===== src/rtl/sd_host_stack_defines.sv =====
// Shared definitions for the SD host stack: CMD engine states, response lengths, CRC7.
package sd_host_stack_defines;

   typedef enum logic [2:0] {
      ST_IDLE,
      ST_SEND,
      ST_WAIT_START,
      ST_READ,
      ST_NCC,
      ST_FINISHED
   } sd_cmd_state_e;

   localparam int unsigned RSP_LEN_NONE   = 0;
   localparam int unsigned RSP_LEN_SHORT  = 40;
   localparam int unsigned RSP_LEN_LONG   = 136;
   localparam int unsigned CMD_BITS       = 40;
   localparam int unsigned CMD_FRAME_BITS = 48;
   localparam int unsigned SHORT_FRAME    = 48;
   localparam int unsigned LONG_FRAME     = 136;
   localparam logic [6:0]  CRC7_POLY      = 7'h09;

endpackage


===== src/rtl/sd_crc7.sv =====
// Serial CRC7 (x^7 + x^3 + 1), one bit per enabled clk, shared by TX and RX.
module sd_crc7
   import sd_host_stack_defines::*;
(
   input  logic       clk,
   input  logic       rst,
   input  logic       i_clear,
   input  logic       i_en,
   input  logic       i_bit,
   output logic [6:0] o_crc
);

   // LFSR update; clear wins over enable
   always_ff @(posedge clk) begin
      if (rst || i_clear) begin
         o_crc <= 7'd0;
      end else if (i_en) begin
         o_crc <= {o_crc[5:0], 1'b0} ^ ({7{i_bit ^ o_crc[6]}} & CRC7_POLY);
      end
   end

endmodule


===== src/rtl/sd_cmd_phy.sv =====
// SD CMD-line engine: sends a 48-bit command frame, captures a 48/136-bit response,
// checks its CRC7 and reports status back to the command layer.
module sd_cmd_phy
   import sd_host_stack_defines::*;
#(
   parameter int unsigned NCC_CLOCKS = 8,
   parameter int unsigned NO_RSP_LEN = RSP_LEN_NONE
) (
   input  logic         clk,
   input  logic         rst,
   input  logic         i_sd_clk_stb,
   input  logic         i_cmd_en,
   input  logic [39:0]  i_cmd,
   input  logic [7:0]   i_cmd_len,
   input  logic [7:0]   i_rsp_len,
   input  logic [15:0]  i_timeout,
   output logic         o_rsp_finished_en,
   output logic [135:0] o_rsp,
   output logic         o_crc_bad,
   output logic         o_timeout,
   output logic         o_sd_cmd_dir,
   output logic         o_sd_cmd,
   input  logic         i_sd_cmd
);

   sd_cmd_state_e state;
   logic [39:0]   cmd_q;
   logic          has_rsp;
   logic          is_long;
   logic [15:0]   timeout_q;
   logic [5:0]    tx_cnt;
   logic [7:0]    rx_cnt;
   logic [15:0]   to_cnt;
   logic [7:0]    ncc_cnt;

   logic [6:0]    crc;
   logic          crc_clear;
   logic          crc_en;
   logic          crc_bit;
   logic [5:0]    tx_idx;
   logic [2:0]    crc_idx;
   logic          tx_bit;
   logic [7:0]    rx_last;
   logic [7:0]    crc_lo;
   logic [7:0]    crc_hi;

   // The frame length is fixed at 40+8 bits, so the command length is informational only
   logic unused_cmd_len;
   assign unused_cmd_len = ^i_cmd_len;

   sd_crc7 u_crc7 (
      .clk     (clk),
      .rst     (rst),
      .i_clear (crc_clear),
      .i_en    (crc_en),
      .i_bit   (crc_bit),
      .o_crc   (crc)
   );

   // Transmit bit selection and CRC feed control
   always_comb begin
      tx_idx    = 6'(6'd39 - tx_cnt);
      crc_idx   = 3'(6'd46 - tx_cnt);
      rx_last   = is_long ? 8'(LONG_FRAME - 1) : 8'(SHORT_FRAME - 1);
      crc_lo    = is_long ? 8'd8 : 8'd0;
      crc_hi    = is_long ? 8'(LONG_FRAME - 8) : 8'(SHORT_FRAME - 8);
      tx_bit    = 1'b1;
      crc_bit   = 1'b0;
      crc_en    = 1'b0;
      crc_clear = 1'b0;
      if (tx_cnt < 6'(CMD_BITS)) begin
         tx_bit = cmd_q[tx_idx];
      end else if (tx_cnt < 6'(CMD_FRAME_BITS - 1)) begin
         tx_bit = crc[crc_idx];
      end
      case (state)
         ST_IDLE: crc_clear = i_cmd_en;
         ST_SEND: begin
            crc_bit = tx_bit;
            crc_en  = i_cmd_en && i_sd_clk_stb && (tx_cnt < 6'(CMD_BITS));
            // CRC is free once the remainder is on the wire; restart it for the response
            crc_clear = i_sd_clk_stb && (tx_cnt == 6'(CMD_FRAME_BITS));
         end
         ST_WAIT_START: begin
            // Short-response CRC covers the start bit; long-response CRC skips the header
            crc_bit = i_sd_cmd;
            crc_en  = i_cmd_en && i_sd_clk_stb && !i_sd_cmd && !is_long;
         end
         ST_READ: begin
            crc_bit = i_sd_cmd;
            crc_en  = i_cmd_en && i_sd_clk_stb && (rx_cnt >= crc_lo) && (rx_cnt < crc_hi);
         end
         default: ;
      endcase
   end

   // Transaction state machine with registered pin and status outputs
   always_ff @(posedge clk) begin
      if (rst) begin
         state             <= ST_IDLE;
         cmd_q             <= 40'd0;
         has_rsp           <= 1'b0;
         is_long           <= 1'b0;
         timeout_q         <= 16'd0;
         tx_cnt            <= 6'd0;
         rx_cnt            <= 8'd0;
         to_cnt            <= 16'd0;
         ncc_cnt           <= 8'd0;
         o_rsp_finished_en <= 1'b0;
         o_rsp             <= 136'd0;
         o_crc_bad         <= 1'b0;
         o_timeout         <= 1'b0;
         o_sd_cmd_dir      <= 1'b0;
         o_sd_cmd          <= 1'b1;
      end else if (!i_cmd_en && (state != ST_IDLE)) begin
         state             <= ST_IDLE;
         o_sd_cmd_dir      <= 1'b0;
         o_sd_cmd          <= 1'b1;
         o_rsp_finished_en <= 1'b0;
      end else begin
         case (state)
            ST_IDLE: begin
               o_sd_cmd_dir      <= 1'b0;
               o_sd_cmd          <= 1'b1;
               o_rsp_finished_en <= 1'b0;
               o_crc_bad         <= 1'b0;
               o_timeout         <= 1'b0;
               if (i_cmd_en) begin
                  cmd_q     <= i_cmd;
                  has_rsp   <= (i_rsp_len != 8'(NO_RSP_LEN));
                  is_long   <= (i_rsp_len == 8'(RSP_LEN_LONG));
                  timeout_q <= i_timeout;
                  o_rsp     <= 136'd0;
                  tx_cnt    <= 6'd0;
                  ncc_cnt   <= 8'd0;
                  state     <= ST_SEND;
               end
            end
            ST_SEND: begin
               if (i_sd_clk_stb) begin
                  if (tx_cnt == 6'(CMD_FRAME_BITS)) begin
                     o_sd_cmd_dir <= 1'b0;
                     o_sd_cmd     <= 1'b1;
                     to_cnt       <= 16'd0;
                     state        <= has_rsp ? ST_WAIT_START : ST_NCC;
                  end else begin
                     o_sd_cmd_dir <= 1'b1;
                     o_sd_cmd     <= tx_bit;
                     tx_cnt       <= tx_cnt + 6'd1;
                  end
               end
            end
            ST_WAIT_START: begin
               if (i_sd_clk_stb) begin
                  if (!i_sd_cmd) begin
                     o_rsp  <= {o_rsp[134:0], 1'b0};
                     rx_cnt <= 8'd1;
                     state  <= ST_READ;
                  end else if (to_cnt == timeout_q) begin
                     o_timeout <= 1'b1;
                     state     <= ST_NCC;
                  end else begin
                     to_cnt <= to_cnt + 16'd1;
                  end
               end
            end
            ST_READ: begin
               if (i_sd_clk_stb) begin
                  o_rsp  <= {o_rsp[134:0], i_sd_cmd};
                  rx_cnt <= rx_cnt + 8'd1;
                  if (rx_cnt == rx_last) begin
                     // o_rsp[6:0] holds received bits 7..1 before this final shift
                     o_crc_bad <= (o_rsp[6:0] != crc) || !i_sd_cmd;
                     state     <= ST_NCC;
                  end
               end
            end
            ST_NCC: begin
               if (i_sd_clk_stb) begin
                  if (ncc_cnt == 8'(NCC_CLOCKS - 1)) begin
                     o_rsp_finished_en <= 1'b1;
                     state             <= ST_FINISHED;
                  end else begin
                     ncc_cnt <= ncc_cnt + 8'd1;
                  end
               end
            end
            ST_FINISHED: begin
               o_rsp_finished_en <= 1'b1;
            end
            default: state <= ST_IDLE;
         endcase
      end
   end

endmodule


===== config.mk =====
export PLATFORM = sky130hd
export DESIGN_NAME = sd_cmd_phy
export DESIGN_NICKNAME = d
export VERILOG_FILES = /design/src/rtl/sd_host_stack_defines.sv /design/src/rtl/sd_crc7.sv /design/src/rtl/sd_cmd_phy.sv
export SDC_FILE = /design/constraint.sdc
export NUM_CORES = 1
export LEC_CHECK = 0
export ABC_AREA = 1
export ABC_CLOCK_PERIOD_IN_PS = 2200
export BUFFER_PORTS_ARGS = -buffer_cell sky130_fd_sc_hd__buf_2
export CORE_MARGIN = 8
export CORE_UTILIZATION = 50
export CTS_CLUSTER_SIZE = 40
export DETAILED_ROUTE_END_ITERATION = 8
export MAX_ROUTING_LAYER = met4
export PLACE_DENSITY_LB_ADDON = 0.05
export SKIP_LAST_GASP = 1
export SLEW_MARGIN = 20
export SYNTH_ARGS = -nofsm -noshare
export SYNTH_HDL_FRONTEND = slang
export SYNTH_SLANG_ARGS = --single-unit

===== constraint.sdc =====
create_clock -name clk -period 2.2 [get_ports clk]
set_input_delay 0.44 -clock clk [delete_from_list [all_inputs] [get_ports clk]]
set_output_delay 0.44 -clock clk [all_outputs]
set_load 0.03 [all_outputs]

==> flow_summary.rst, run 1 <==
.. list-table::
   :header-rows: 1

   * - Metric
     - Value
   * - Top cells by area, synth
     - sky130_fd_sc_hd__dfxtp_1, sky130_fd_sc_hd__nand2_1, sky130_fd_sc_hd__nand3_1
   * - Clock tree root buffer cell
     - sky130_fd_sc_hd__clkbuf_16
   * - Placed inst area
     - 12000 sq um
   * - Peak fanout along the critical path
     - 15
   * - Setup total negative slack
     - 0 ns
   * - Commonest cells after routing, fill and taps aside
     - sky130_fd_sc_hd__nand2_1, sky130_fd_sc_hd__dfxtp_1, sky130_fd_sc_hd__nand3_1, sky130_fd_sc_hd__buf_2, sky130_fd_sc_hd__a21oi_1
   * - Kind of cell adding the most delay to the critical path
     - simple AND/OR/NAND/NOR gates
   * - Number of I/O port buffers
     - 209
   * - Portion of the post-synthesis area used by sequential elements
     - 0.464
   * - Part of the power in combinational logic
     - 0.229
   * - Critical-path top delay cell
     - sky130_fd_sc_hd__dfxtp_1
   * - Inserted Clock Buffers
     - 27
   * - Maximum clock skew at final layout
     - 0.00886 ns
   * - Cell Int Power
     - 8.25 mW
   * - Most frequent CP cell
     - sky130_fd_sc_hd__nand2_1
   * - Clock slew at the register clock pins of the worst setup and hold paths
     - 0.06 ns
   * - Fraction of power spent switching nets
     - 0.321
   * - Part of the total power dissipated in the clock network
     - 0.356
   * - Largest family of logic cells by synthesized area
     - simple AND/OR/NAND/NOR gates
   * - CTS tree
     - done
   * - Clock period minus final worst setup slack
     - 2.05 ns
   * - Initial antenna violation count
     - 0
   * - Areal power density over the cells
     - 942 nW/um^2
   * - Hold-fix buffer count after cts
     - 0
   * - Pin count of the biggest net entering global routing
     - 141
   * - Setup crit end kind
     - flip-flop
   * - Main flop type after synthesis
     - sky130_fd_sc_hd__dfxtp_1
   * - Number of global-route vias before repair
     - 9255
   * - Class of the worst hold path
     - in -> reg
   * - Sequential cell fraction of total power
     - 0.416
   * - Final Hold Violating Endpoints
     - 0
   * - Final period utilization
     - 0.930
   * - Total Die Area
     - 26200 sq um
   * - Tot Pwr
     - 12.2 mW
   * - Vias
     - 10100
   * - Synthesized netlist net count
     - 1534
   * - Global-route wire length before repair
     - 45900 um
   * - CTS max path bufs
     - 3
   * - Highest clock frequency the design can meet
     - 0.489 GHz
   * - Cells after Synth
     - 1445
   * - Met1 Routed Length
     - 13300 um
   * - Number of synthesis warnings
     - 0
   * - # nets final
     - 1716
   * - Boundary Pins
     - 218
   * - Total GRT Usage
     - 0.209
   * - Smallest hold slack
     - 0.137 ns
   * - Ordered list of cells on the worst path
     - or2_2 > a21oi_1 > nand2_1 > nor2_1 > nand4_1 > nand2_1 > nand2_1 > nand2_4 > nor3_4 > buf_4 > nand2_1 > nand2_1 > nand2_1 > nor2_1
   * - Overflow left after global routing
     - 0
   * - Post-route setup slack
     - 0.154 ns
   * - Data required time at the worst endpoint
     - 2.61 ns
   * - Result of the run
     - complete, no violations
   * - Max-cap violations
     - 0
   * - Synth Area per Inst
     - 7.38 sq um
   * - Average wire per standard cell
     - 14.7 um
   * - Die H
     - 162 um
   * - Total half-perimeter wirelength after legalization and detailed placement
     - 19200 um
   * - Antenna-violating nets left
     - 0
   * - Diodes inserted
     - 0
   * - Multiplexer share of the synthesized area
     - 0
   * - Share of the synthesized area in compound gates (AO/OA/AOI/OAI)
     - 0.125
   * - Met3 wirelength from detailed routing
     - 1360 um
   * - Arrival time at the worst endpoint
     - 2.46 ns
   * - Area share of fa/ha/maj cells after synthesis
     - 0.0141
   * - Synth top area share
     - 0.464
   * - Met2 WL
     - 12900 um
   * - Reported leakage power
     - 5.46 nW
   * - Number of design rule violations left after detail routing
     - 0
   * - Final setup viols
     - 0
   * - Number of library cell types mapped by synthesis
     - 49
   * - Commonest non-fill, non-tap cell in the layout
     - sky130_fd_sc_hd__nand2_1
   * - Post-Synth Simple-Gate Area
     - 0.309
   * - Post-route cell area
     - 12900 sq um
   * - Starting Density
     - 0.509
   * - Drt pass-1 iters
     - 6
   * - Layout cell share with drive strength beyond 1
     - 0.198
   * - H-tree depth reported by CTS
     - 1
   * - Width of the die
     - 162 um
   * - Setup slack at placement
     - 0.106 ns
   * - Routability cong.
     - 0.852
   * - Max-slew violation count
     - 0
   * - Number of enable-type register cells in the synthesized netlist
     - 0
   * - IR drop worst, VDD
     - 713 uV
   * - Area growth from synthesis to layout
     - 21.0%
   * - Total wirelength of the detailed-routed design
     - 28200 um
   * - Library cell with the largest summed area after synthesis
     - sky130_fd_sc_hd__dfxtp_1
   * - # rows
     - 53
   * - Via-to-Cell Ratio
     - 5.26
   * - Least-Margin Pin Slew
     - 0.649 ns
   * - Insertion delay to the later sink of the worst-skew pair
     - 0.52 ns
   * - Core region area
     - 21000 sq um
   * - Unrepaired setup endpoints after global routing
     - true
   * - Ys async rst share
     - 0
   * - Post-synthesis sequential element count
     - 247
   * - Startpoint-to-endpoint class of the critical path
     - reg -> reg
   * - Critical path launch point type
     - flip-flop
   * - Xor/xnor share of the synthesized area
     - 0.0156
   * - Top routing layer in use
     - met4
   * - Synthesized cell area
     - 10700 sq um
   * - Normalized max-slew margin
     - 0.567
   * - Largest stage delay on the critical path
     - 0.35 ns
   * - Initial drt markers
     - 784
   * - Crit path buf inv count
     - 1
   * - Sink count of the clock tree
     - 247
   * - Reported net switching power
     - 3.90 mW
[worst reg2reg max path, delay by kind of cell, from the launching register on]
family                 cells  cell delay [ns]
AO/OA/AOI/OAI              1             0.12
buffers and inverters      1             0.14
flip-flops                 1             0.35
AND/OR/NAND/NOR           12             1.31
[repair_timing]
action	CTS	global route
buffers inserted	0	2
resized for setup	0	8
setup endpoints to repair	0	47
[power groups by stage]
stage,clock network (mW),logic (mW),registers [mW]
3_5_place_dp,0,2.75,5.15
4_1_cts,4.43,2.76,5.05
2_1_floorplan,0,1.90,5.20
3_3_place_gp,0,2.75,5.14
5_1_grt,4.61,3.09,5.10
6_report,4.32,2.78,5.05
[metrics by stage]
stage | cells | util
after floorplan | 1445 | -
after global placement | 1871 | 0.573
after detailed placement | 1871 | 0.573
after CTS | 1919 | 0.613
after global routing | 1921 | 0.615
final | 1921 | 0.615
[kinds of logic (layout without fill, tap and decap cells)]
| logic type | count (synthesis) | in the layout |
|---|---|---|
| AOI/OAI and AO/OA | 242 | 242 |
| xor gates and xnor gates | 19 | 19 |
| adders and majority gates | 12 | 12 |
| buffers and inverters | 186 | 387 |
| DFF | 247 | 247 |
| and+or+nand+nor | 739 | 739 |
[worst paths after layout]
check             cells past startpoint  startpoint  slack (ns)   endpoint
setup reg to reg                     14  to_cnt[14]        0.15  to_cnt[8]
setup / recovery                     14  to_cnt[14]        0.15  to_cnt[8]
hold / removal                        3   i_cmd[26]        0.14  cmd_q[26]
hold reg to reg                       2   cmd_q[24]        0.44  cmd_q[24]
[synthesized netlist by cell type, types with 2 or more instances]
| cell | instances |
|---|---|
| sky130_fd_sc_hd__buf_1 | 5 |
| sky130_fd_sc_hd__ha_1 | 12 |
| sky130_fd_sc_hd__xor2_1 | 15 |
| sky130_fd_sc_hd__nor2_4 | 3 |
| sky130_fd_sc_hd__o2111ai_1 | 3 |
| sky130_fd_sc_hd__o21ai_2 | 2 |
| sky130_fd_sc_hd__nor2_1 | 60 |
| sky130_fd_sc_hd__o21ai_0 | 31 |
| sky130_fd_sc_hd__nor3_2 | 2 |
| sky130_fd_sc_hd__buf_2 | 29 |
| sky130_fd_sc_hd__o21ai_1 | 2 |
| sky130_fd_sc_hd__a211oi_1 | 17 |
| sky130_fd_sc_hd__a221oi_1 | 3 |
| sky130_fd_sc_hd__nor3b_1 | 4 |
| sky130_fd_sc_hd__nand2_1 | 379 |
| sky130_fd_sc_hd__nor2_2 | 7 |
| sky130_fd_sc_hd__nand4_1 | 10 |
| sky130_fd_sc_hd__buf_4 | 10 |
| sky130_fd_sc_hd__nand3_1 | 240 |
| sky130_fd_sc_hd__clkbuf_1 | 47 |
| sky130_fd_sc_hd__inv_1 | 83 |
| sky130_fd_sc_hd__a21oi_1 | 171 |
| sky130_fd_sc_hd__dfxtp_1 | 247 |
| sky130_fd_sc_hd__inv_2 | 11 |
| sky130_fd_sc_hd__nor4_1 | 5 |
| sky130_fd_sc_hd__o211ai_1 | 4 |
| sky130_fd_sc_hd__nand2_2 | 2 |
| sky130_fd_sc_hd__nor3_1 | 17 |
| sky130_fd_sc_hd__xnor2_1 | 4 |
[sequential cells by signal (all words and copies together), names as in the netlist, 3 cells and up]
name / flops
ncc_cnt: 8
timeout_q: 16
state: 3
rx_cnt: 8
to_cnt: 16
tx_cnt: 6
cmd_q: 40
u_crc7.o_crc: 7
o_rsp: 136
[final cells by class]
class | count | area, sq um
clock inverter | 7 | 66.3
fill | 2009 | 8060
sequential | 247 | 4950
clock buffer | 41 | 788
inverter | 94 | 354
tap | 275 | 344
multi-input combinational | 1012 | 4970
timing repair buffer | 245 | 1430
[routing by layer]
metal,vias up,global-route usage
li1,5170,-
met3,44,0.0329
met4,0,0.0518
met2,232,0.322
met5,-,-
met1,4654,0.283
Power figures use the tool's default switching activity.
==> run 2: changes to the inputs <==
ABC_AREA = 0   (was 1)
CORE_UTILIZATION = 49   (was 50)
==> run 2 against run 1 <==
Effect of this change: the run now ends with negative setup slack left; final cell count fell by 12%; via count fell by 10%; power fell by 5.4%; critical path depth fell by 4; routed wire length fell by 2.8%; core utilization rose by 2.1 points; area after synthesis fell by 4.7%; non-clock buffer count rose by 43; sequential share of layout area barely moved; sequential cell count did not move; clock power rose by 3%; sequential power fell by 3%; critical endpoint is now u_crc7.o_crc[3]; highest routed layer unchanged.
==> flow_summary.rst, run 2 <==
.. list-table::
   :header-rows: 1

   * - Metric
     - Value
   * - Final period utilization
     - 1.08 (+0.148)
   * - Sink count of the clock tree
     - 247 (unchanged)
   * - Largest register by flop count
     - o_rsp
   * - Portion of the post-synthesis area used by sequential elements
     - 0.487 (+0.0228)
   * - Starting Density
     - 0.500 (-0.00822)
   * - Commonest non-fill, non-tap cell in the layout
     - sky130_fd_sc_hd__dfxtp_1
   * - Kind of cell adding the most delay to the critical path
     - compound AO/OA/AOI/OAI gates
   * - Insertion delay to the later sink of the worst-skew pair
     - 0.53 ns (about the same)
   * - CTS max path bufs
     - 3 (unchanged)
   * - Post-route setup slack
     - -0.170 ns (-0.325 ns)
   * - Drt pass-1 iters
     - 5 (-1)
   * - Top cells by area, synth
     - sky130_fd_sc_hd__dfxtp_1, sky130_fd_sc_hd__a21oi_1, sky130_fd_sc_hd__nand3_1
   * - Violated checks
     - negative setup slack
   * - Setup total negative slack
     - -0.666 ns (-0.666 ns)
   * - Normalized max-slew margin
     - 0.475 (-0.0925)
   * - Final setup viols
     - 8 (+8)
   * - Largest regs
     - o_rsp x136, cmd_q x40
   * - Initial antenna violation count
     - 0 (unchanged)
   * - Average wire per standard cell
     - 16.3 um (+11%)
   * - Initial drt markers
     - 515 (-34%)
   * - Max-slew violation count
     - 0 (unchanged)
   * - Total Die Area
     - 25600 sq um (-2.5%)
   * - Clock slew at the register clock pins of the worst setup and hold paths
     - 0.06 ns (about the same)
   * - Unrepaired setup endpoints after global routing
     - true
   * - Via-to-Cell Ratio
     - 5.37 (+2.2%)
   * - Crit path buf inv count
     - 1 (unchanged)
   * - Number of enable-type register cells in the synthesized netlist
     - 0 (unchanged)
   * - Arrival time at the worst endpoint
     - 2.82 ns (+0.36 ns)
   * - Setup crit end kind
     - flip-flop
   * - Class of the worst hold path
     - in -> reg
   * - Die H
     - 160 um (-1.2%)
   * - Number of global-route vias before repair
     - 8706 (-5.9%)
   * - Core region area
     - 20300 sq um (-3.1%)
   * - Total half-perimeter wirelength after legalization and detailed placement
     - 17900 um (-6.7%)
   * - Critical-path top delay cell
     - sky130_fd_sc_hd__mux4_2
   * - Total wirelength of the detailed-routed design
     - 27400 um (-2.8%)
   * - Synthesized netlist net count
     - 1262 (-18%)
   * - Peak fanout along the critical path
     - 4 (-11)
   * - Diodes inserted
     - 0 (unchanged)
   * - Reported leakage power
     - 5.26 nW (-3.5%)
   * - Final Hold Violating Endpoints
     - 0 (unchanged)
   * - Pin count of the biggest net entering global routing
     - 140 (-0.71%)
   * - Highest clock frequency the design can meet
     - 0.422 GHz (-14%)
   * - Synth top cells by count
     - sky130_fd_sc_hd__dfxtp_1, sky130_fd_sc_hd__nand2_1, sky130_fd_sc_hd__a21oi_1
   * - Vias
     - 9060 (-10%)
   * - Filler Cells Inserted
     - 1838 (-8.5%)
   * - Number of I/O port buffers
     - 209 (unchanged)
   * - Startpoint-to-endpoint class of the critical path
     - reg -> reg
   * - Clock period minus final worst setup slack
     - 2.37 ns (+0.325 ns)
   * - Routability cong.
     - 0.842 (-1.2%)
   * - Setup slack at placement
     - -0.227 ns (-0.333 ns)
   * - Area growth from synthesis to layout
     - 27.2%
   * - H-tree depth reported by CTS
     - 1 (unchanged)
   * - Critical path launch point type
     - flip-flop
   * - Number of design rule violations left after detail routing
     - 0 (unchanged)
   * - Fraction of the core area covered by cells at the end of the flow
     - 0.636 (+0.0211)
   * - Maximum clock skew at final layout
     - 0.0145 ns (+0.00564 ns)
   * - Number of flip-flops under the largest register name
     - 136 (unchanged)
   * - Main flop type after synthesis
     - sky130_fd_sc_hd__dfxtp_1
   * - Max-cap violations
     - 0 (unchanged)
   * - Hold-fix buffer count after cts
     - 0 (unchanged)
   * - Commonest cells after routing, fill and taps aside
     - sky130_fd_sc_hd__dfxtp_1, sky130_fd_sc_hd__buf_2, sky130_fd_sc_hd__nand2_1, sky130_fd_sc_hd__a21oi_1, sky130_fd_sc_hd__nand3_1
   * - Global-route wire length before repair
     - 44000 um (-4.0%)
   * - Antenna-violating nets left
     - 0 (unchanged)
   * - Boundary Pins
     - 218 (unchanged)
   * - Synth Area per Inst
     - 8.66 sq um (+17%)
   * - # rows
     - 52 (-1.9%)
   * - Total GRT Usage
     - 0.206 (-0.00360)
   * - Layout cell share with drive strength beyond 1
     - 0.273 (+0.0745)
   * - Number of library cell types mapped by synthesis
     - 61 (+24%)
   * - Cells after Synth
     - 1173 (-19%)
   * - Result of the run
     - finished with violations
   * - Largest stage delay on the critical path
     - 0.50 ns (+0.15 ns)
   * - Most common cell in the synthesized netlist
     - sky130_fd_sc_hd__dfxtp_1
   * - IR drop worst, VDD
     - 684 uV (-4.1%)
   * - Least-Margin Pin Slew
     - 0.788 ns (+0.139 ns)
   * - Number of synthesis warnings
     - 0 (unchanged)
   * - Ys async rst share
     - 0 (unchanged)
   * - # nets final
     - 1486 (-13%)
   * - CTS tree
     - done
   * - Post-synthesis sequential element count
     - 247 (unchanged)
   * - Synth top area share
     - 0.487 (+0.0228)
   * - Ordered list of cells on the worst path
     - inv_4 > ha_4 > mux4_2 > a2bb2oi_1 > nand4b_1 > nand4_1 > a21oi_2 > o31a_2 > xnor3_1 > a211oi_2
   * - Tot Pwr
     - 11.5 mW (-5.4%)
   * - Width of the die
     - 160 um (-1.2%)
   * - Data required time at the worst endpoint
     - 2.65 ns (+0.04 ns)
   * - Library cell with the largest summed area after synthesis
     - sky130_fd_sc_hd__dfxtp_1
   * - Clock tree root buffer cell
     - sky130_fd_sc_hd__clkbuf_16
   * - Areal power density over the cells
     - 889 nW/um^2 (-5.6%)
   * - Synthesized cell area
     - 10200 sq um (-4.7%)
   * - Overflow left after global routing
     - 0 (unchanged)
   * - Inserted Clock Buffers
     - 27 (unchanged)
## run 2: cell count changes after synthesis, sizes merged, moves of 17 or more
cell | previous run | this run
nand2 | 382 | 174
nand3 | 240 | 155
inv | 94 | 19
a22o | 0 | 57
xor2 | 15 | 42
clkbuf | 47 | 68
buf | 45 | 25
o21ai | 35 | 18
## run 2: cells by family (layout without fill, tap and decap cells)
family / count (synthesis) / after routing / share of synthesized area
and+or+nand+nor: 458 / 458 / 0.207
AOI/OAI and AO/OA: 271 / 271 / 0.171
DFF: 247 / 247 / 0.487
buffers and inverters: 112 / 355 / 0.0449
xor gates and xnor gates: 52 / 52 / 0.0462
muxes: 21 / 21 / 0.0287
adders and majority gates: 12 / 12 / 0.0148
## run 2: metrics by stage
step                      hold slack, ns  std cells  instance area, sq um
after CTS                         0.0975       1681                 12800
after detailed placement           0.452       1629                 11800
after global placement             0.437       1629                 11800
after floorplan                    0.443       1173                 10200
after global routing               0.103       1686                 12900
final                              0.118       1686                 12900
## run 2: layer usage
metal | share of wire | wire length [um] | up-vias | GRT usage
met2 | 0.46 | 12500 | 212 | 0.312
met1 | 0.47 | 12800 | 4256 | 0.273
met4 | 0.015 | 420 | 0 | 0.0455
met5 | 0 | 0 | - | -
met3 | 0.061 | 1660 | 30 | 0.0514
li1 | - | - | 4562 | -
## run 2: area by class of cell
| class | instances | area, sq um | share of cell area |
|---|---|---|---|
| Clock inverter | 9 | 82.6 | 0.00639 |
| Inverter | 19 | 73.8 | 0.00571 |
| Sequential cell | 247 | 4950 | 0.383 |
| Tap cell | 270 | 338 | 0.0261 |
| Clock buffer | 39 | 801 | 0.0620 |
| Multi-Input combinational cell | 814 | 4920 | 0.381 |
| Timing Repair Buffer | 288 | 1750 | 0.136 |
## run 2: what timing repair did
action,CTS,global route
gates resized for setup,6,30
pin swaps,4,19
gates cloned,0,2
buffers inserted,4,4
endpoints found under the setup margin,12,38
## run 2: final timing paths
path | from | end | slack, ns | cells past startpoint
max | tx_cnt[3] | u_crc7.o_crc[3] | -0.17 | 10
min | i_timeout[5] | timeout_q[5] | 0.12 | 2
max reg2reg | tx_cnt[3] | u_crc7.o_crc[3] | -0.17 | 10
min reg2reg | o_rsp[135] | o_rsp[135] | 0.46 | 2
## run 2: power breakdown
group          internal [mW]  leakage, nW  switching, mW
combinational          0.785         2.83           1.37
clock                   2.64        0.434           1.79
sequential              4.73         2.00          0.176
total                   8.15         5.26           3.34
## run 2: worst reg2reg max path, delay by kind of cell (launching register included)
kind,cells,cell delay (ns)
AO/OA/AOI/OAI,4,0.67
XOR/XNOR,1,0.24
adder cells (fa/ha/maj),1,0.29
buffers and inverters,1,0.04
flip-flops,1,0.35
multiplexers,1,0.50
AND/OR/NAND/NOR,2,0.21
==> run 3: changes to the inputs <==
CAP_MARGIN = 5   (was not set)
CORE_ASPECT_RATIO = 1.4   (was not set)
SLEW_MARGIN = not set   (was 20)
==> run 3 against run 2 <==
Effect of this change: the flow still finishes with violations (negative setup slack); fmax decreased by 0.63%; die area is 0.25% higher; global-route usage up 0.088 points; power is 3.3% higher; final cell count shrank 0.83%; clock skew is 0.00077 ns lower; via count is 0.66% higher; setup slack got worse by 0.015 ns; largest power group unchanged.
==> flow_summary.rst, run 3 (synthesized netlist as in run 2, its figures left out) <==
.. list-table::
   :header-rows: 1

   * - Metric
     - Value
   * - Result of the run
     - finished with violations
   * - Violated checks
     - negative setup slack
   * - Core region area
     - 20400 sq um (+0.51%)
   * - Sink count of the clock tree
     - 247 (unchanged)
   * - Drt pass-1 iters
     - 4 (-1)
   * - Met3 usage
     - 0.0379 (-0.0135)
   * - Reported leakage power
     - 5.31 nW (+0.83%)
   * - CTS tree
     - done
   * - Setup crit end kind
     - flip-flop
   * - Boundary Pins
     - 218 (unchanged)
   * - Least-Margin Pin Slew
     - 0.814 ns (+0.0263 ns)
   * - Final setup viols
     - 3 (-5)
   * - Max-cap violations
     - 0 (unchanged)
   * - Critical-path top delay cell
     - sky130_fd_sc_hd__mux4_2
   * - Global-route wire length before repair
     - 43600 um (-0.83%)
   * - Number of flip-flops under the largest register name
     - 136 (unchanged)
   * - Filler Cells Inserted
     - 1851 (+0.71%)
   * - GR Layer Usage met2
     - 0.324 (+0.0126)
   * - Inserted Clock Buffers
     - 25 (-7.4%)
   * - Maximum clock skew at final layout
     - 0.0137 ns (-0.000771 ns)
   * - Vias
     - 9120 (+0.66%)
   * - Arrival time at the worst endpoint
     - 2.83 ns (about the same)
   * - Final Hold Violating Endpoints
     - 0 (unchanged)
   * - Largest register by flop count
     - o_rsp
   * - Area growth from synthesis to layout
     - 27.9%
   * - Largest regs
     - o_rsp x136, cmd_q x40
   * - Placed inst area
     - 11800 sq um (+0.15%)
   * - Post-route setup slack
     - -0.185 ns (-0.0150 ns)
   * - Setup total negative slack
     - -0.411 ns (+0.255 ns)
   * - Width of the die
     - 138 um (-14%)
   * - Largest stage delay on the critical path
     - 0.51 ns (about the same)
   * - Total half-perimeter wirelength after legalization and detailed placement
     - 17900 um (-0.15%)
   * - Class of the worst hold path
     - in -> reg
   * - # nets final
     - 1487 (+0.067%)
   * - Total wirelength of the detailed-routed design
     - 26900 um (-1.7%)
   * - Commonest cells after routing, fill and taps aside
     - sky130_fd_sc_hd__dfxtp_1, sky130_fd_sc_hd__buf_2, sky130_fd_sc_hd__nand2_1, sky130_fd_sc_hd__a21oi_1, sky130_fd_sc_hd__nand3_1
   * - Routability cong.
     - 0.831 (-1.4%)
   * - Unrepaired setup endpoints after global routing
     - true
   * - Clock slew at the register clock pins of the worst setup and hold paths
     - 0.07 ns (about the same)
   * - Hold-fix buffer count after cts
     - 0 (unchanged)
   * - Number of global-route vias before repair
     - 8768 (+0.71%)
   * - Critical register-to-register path startpoint
     - tx_cnt[4]
   * - Number of I/O port buffers
     - 209 (unchanged)
   * - Insertion delay to the later sink of the worst-skew pair
     - 0.52 ns (about the same)
   * - Pin count of the biggest net entering global routing
     - 151 (+7.9%)
   * - Die H
     - 186 um (+16%)
   * - H-tree depth reported by CTS
     - 1 (unchanged)
   * - Normalized max-slew margin
     - 0.455 (-0.0193)
   * - Initial antenna violation count
     - 0 (unchanged)
   * - Commonest non-fill, non-tap cell in the layout
     - sky130_fd_sc_hd__dfxtp_1
   * - Clock period minus final worst setup slack
     - 2.39 ns (+0.0150 ns)
   * - # rows
     - 62 (+19%)
   * - Average wire per standard cell
     - 16.1 um (-0.92%)
   * - Ordered list of cells on the worst path
     - inv_2 > ha_4 > mux4_2 > a2bb2oi_2 > nand4b_1 > nand4_1 > a21oi_2 > o31a_2 > xnor3_1 > a211oi_2
   * - Post-route cell area
     - 13000 sq um (+0.61%)
   * - Fraction of met1 tracks used by global routing
     - 0.261 (-0.0116)
   * - Critical path launch point type
     - flip-flop
   * - Starting Density
     - 0.498 (-0.00252)
   * - Busiest layer in global routing
     - met2
   * - Areal power density over the cells
     - 913 nW/um^2 (+2.6%)
   * - Final period utilization
     - 1.08 (+0.00684)
   * - Data required time at the worst endpoint
     - 2.64 ns (about the same)
   * - Startpoint-to-endpoint class of the critical path
     - reg -> reg
   * - Total GRT Usage
     - 0.206 (+0.000881)
   * - Max-slew violation count
     - 0 (unchanged)
   * - Initial drt markers
     - 557 (+8.2%)
   * - Number of design rule violations left after detail routing
     - 0 (unchanged)
   * - Layout cell share with drive strength beyond 1
     - 0.274 (+0.00141)
   * - CP startpoint
     - tx_cnt[4]
   * - Diodes inserted
     - 0 (unchanged)
   * - Hold wc startpoint
     - i_timeout[13]
   * - IR drop worst, VDD
     - 756 uV (+10%)
   * - Overflow left after global routing
     - 0 (unchanged)
   * - Total Die Area
     - 25700 sq um (+0.25%)
   * - Antenna-violating nets left
     - 0 (unchanged)
   * - CTS max path bufs
     - 3 (unchanged)
   * - Peak fanout along the critical path
     - 5 (+1)
   * - Clock tree root buffer cell
     - sky130_fd_sc_hd__clkbuf_16
   * - Highest clock frequency the design can meet
     - 0.419 GHz (-0.63%)
   * - Via-to-Cell Ratio
     - 5.45 (+1.5%)
-- run 3: cell count changes in the layout (fill, tap and decap cells not counted), moves of 2 or more --
cell and delta:
sky130_fd_sc_hd__a21oi_1 +2, sky130_fd_sc_hd__a21oi_2 -2, sky130_fd_sc_hd__bufinv_16 +4, sky130_fd_sc_hd__clkbuf_1 -3, sky130_fd_sc_hd__clkbuf_16 -2, sky130_fd_sc_hd__clkinv_2 -2, sky130_fd_sc_hd__inv_6 -2, sky130_fd_sc_hd__o21ai_0 +2
-- run 3: report_power, final --
part	total [mW]	switching [mW]	internal, mW	leakage, nW
sequential	4.89	0.163	4.72	2.00
combinational	2.24	1.40	0.841	2.85
clock	4.74	1.77	2.97	0.457
total	11.9	3.33	8.53	5.31
-- run 3: area by class of cell --
type	count	area [sq um]	area share
flip-flops and latches	247	4950	0.381
multi-input cells	815	4930	0.379
repair buffers	290	1780	0.137
clock buffers	35	753	0.0579
well taps	256	320	0.0246
clock inverters	10	184	0.0141
inverters	19	73.8	0.00568
-- run 3: through the flow --
stage | hold WS (ns) | power, mW | worst slack [ns] | cells | util
6_report | 0.129 | 11.9 | -0.185 | 1672 | 0.637
5_1_grt | 0.117 | 12.4 | -0.352 | 1672 | 0.637
4_1_cts | 0.106 | 11.9 | -0.195 | 1666 | 0.631
3_5_place_dp | 0.450 | 7.12 | -0.224 | 1618 | 0.581
3_3_place_gp | 0.437 | 7.12 | -0.169 | 1618 | 0.581
2_1_floorplan | 0.443 | 6.35 | -0.0935 | 1173 | -
-- run 3: final timing paths --
path	to	slack, ns	depth (start not counted)
max	u_crc7.o_crc[3]	-0.19	10
min	timeout_q[13]	0.13	2
max reg2reg	u_crc7.o_crc[3]	-0.19	10
min reg2reg	o_rsp[135]	0.46	2
-- run 3: timing repair --
item                       4_1_cts  5_1_grt
buffers inserted                 3        4
setup endpoints to repair       61      168
pin swaps                       12       15
cloned                           0        2
resized for setup               15       19
-- run 3: worst max-delay path: cells and delay by family, from the launching register on --
family	cells	cell delay, ns
AO/OA/AOI/OAI	4	0.69
adder cells (fa/ha/maj)	1	0.30
multiplexers	1	0.51
buffers and inverters	1	0.05
XOR/XNOR	1	0.22
flip-flops	1	0.33
AND/OR/NAND/NOR	2	0.21
-- run 3: metal layers --
metal / wire length (um) / vias up
met1: 11700 / 4304
met4: 803 / 0
li1: - / 4554
met5: 0 / -
met3: 1470 / 50
met2: 13000 / 212
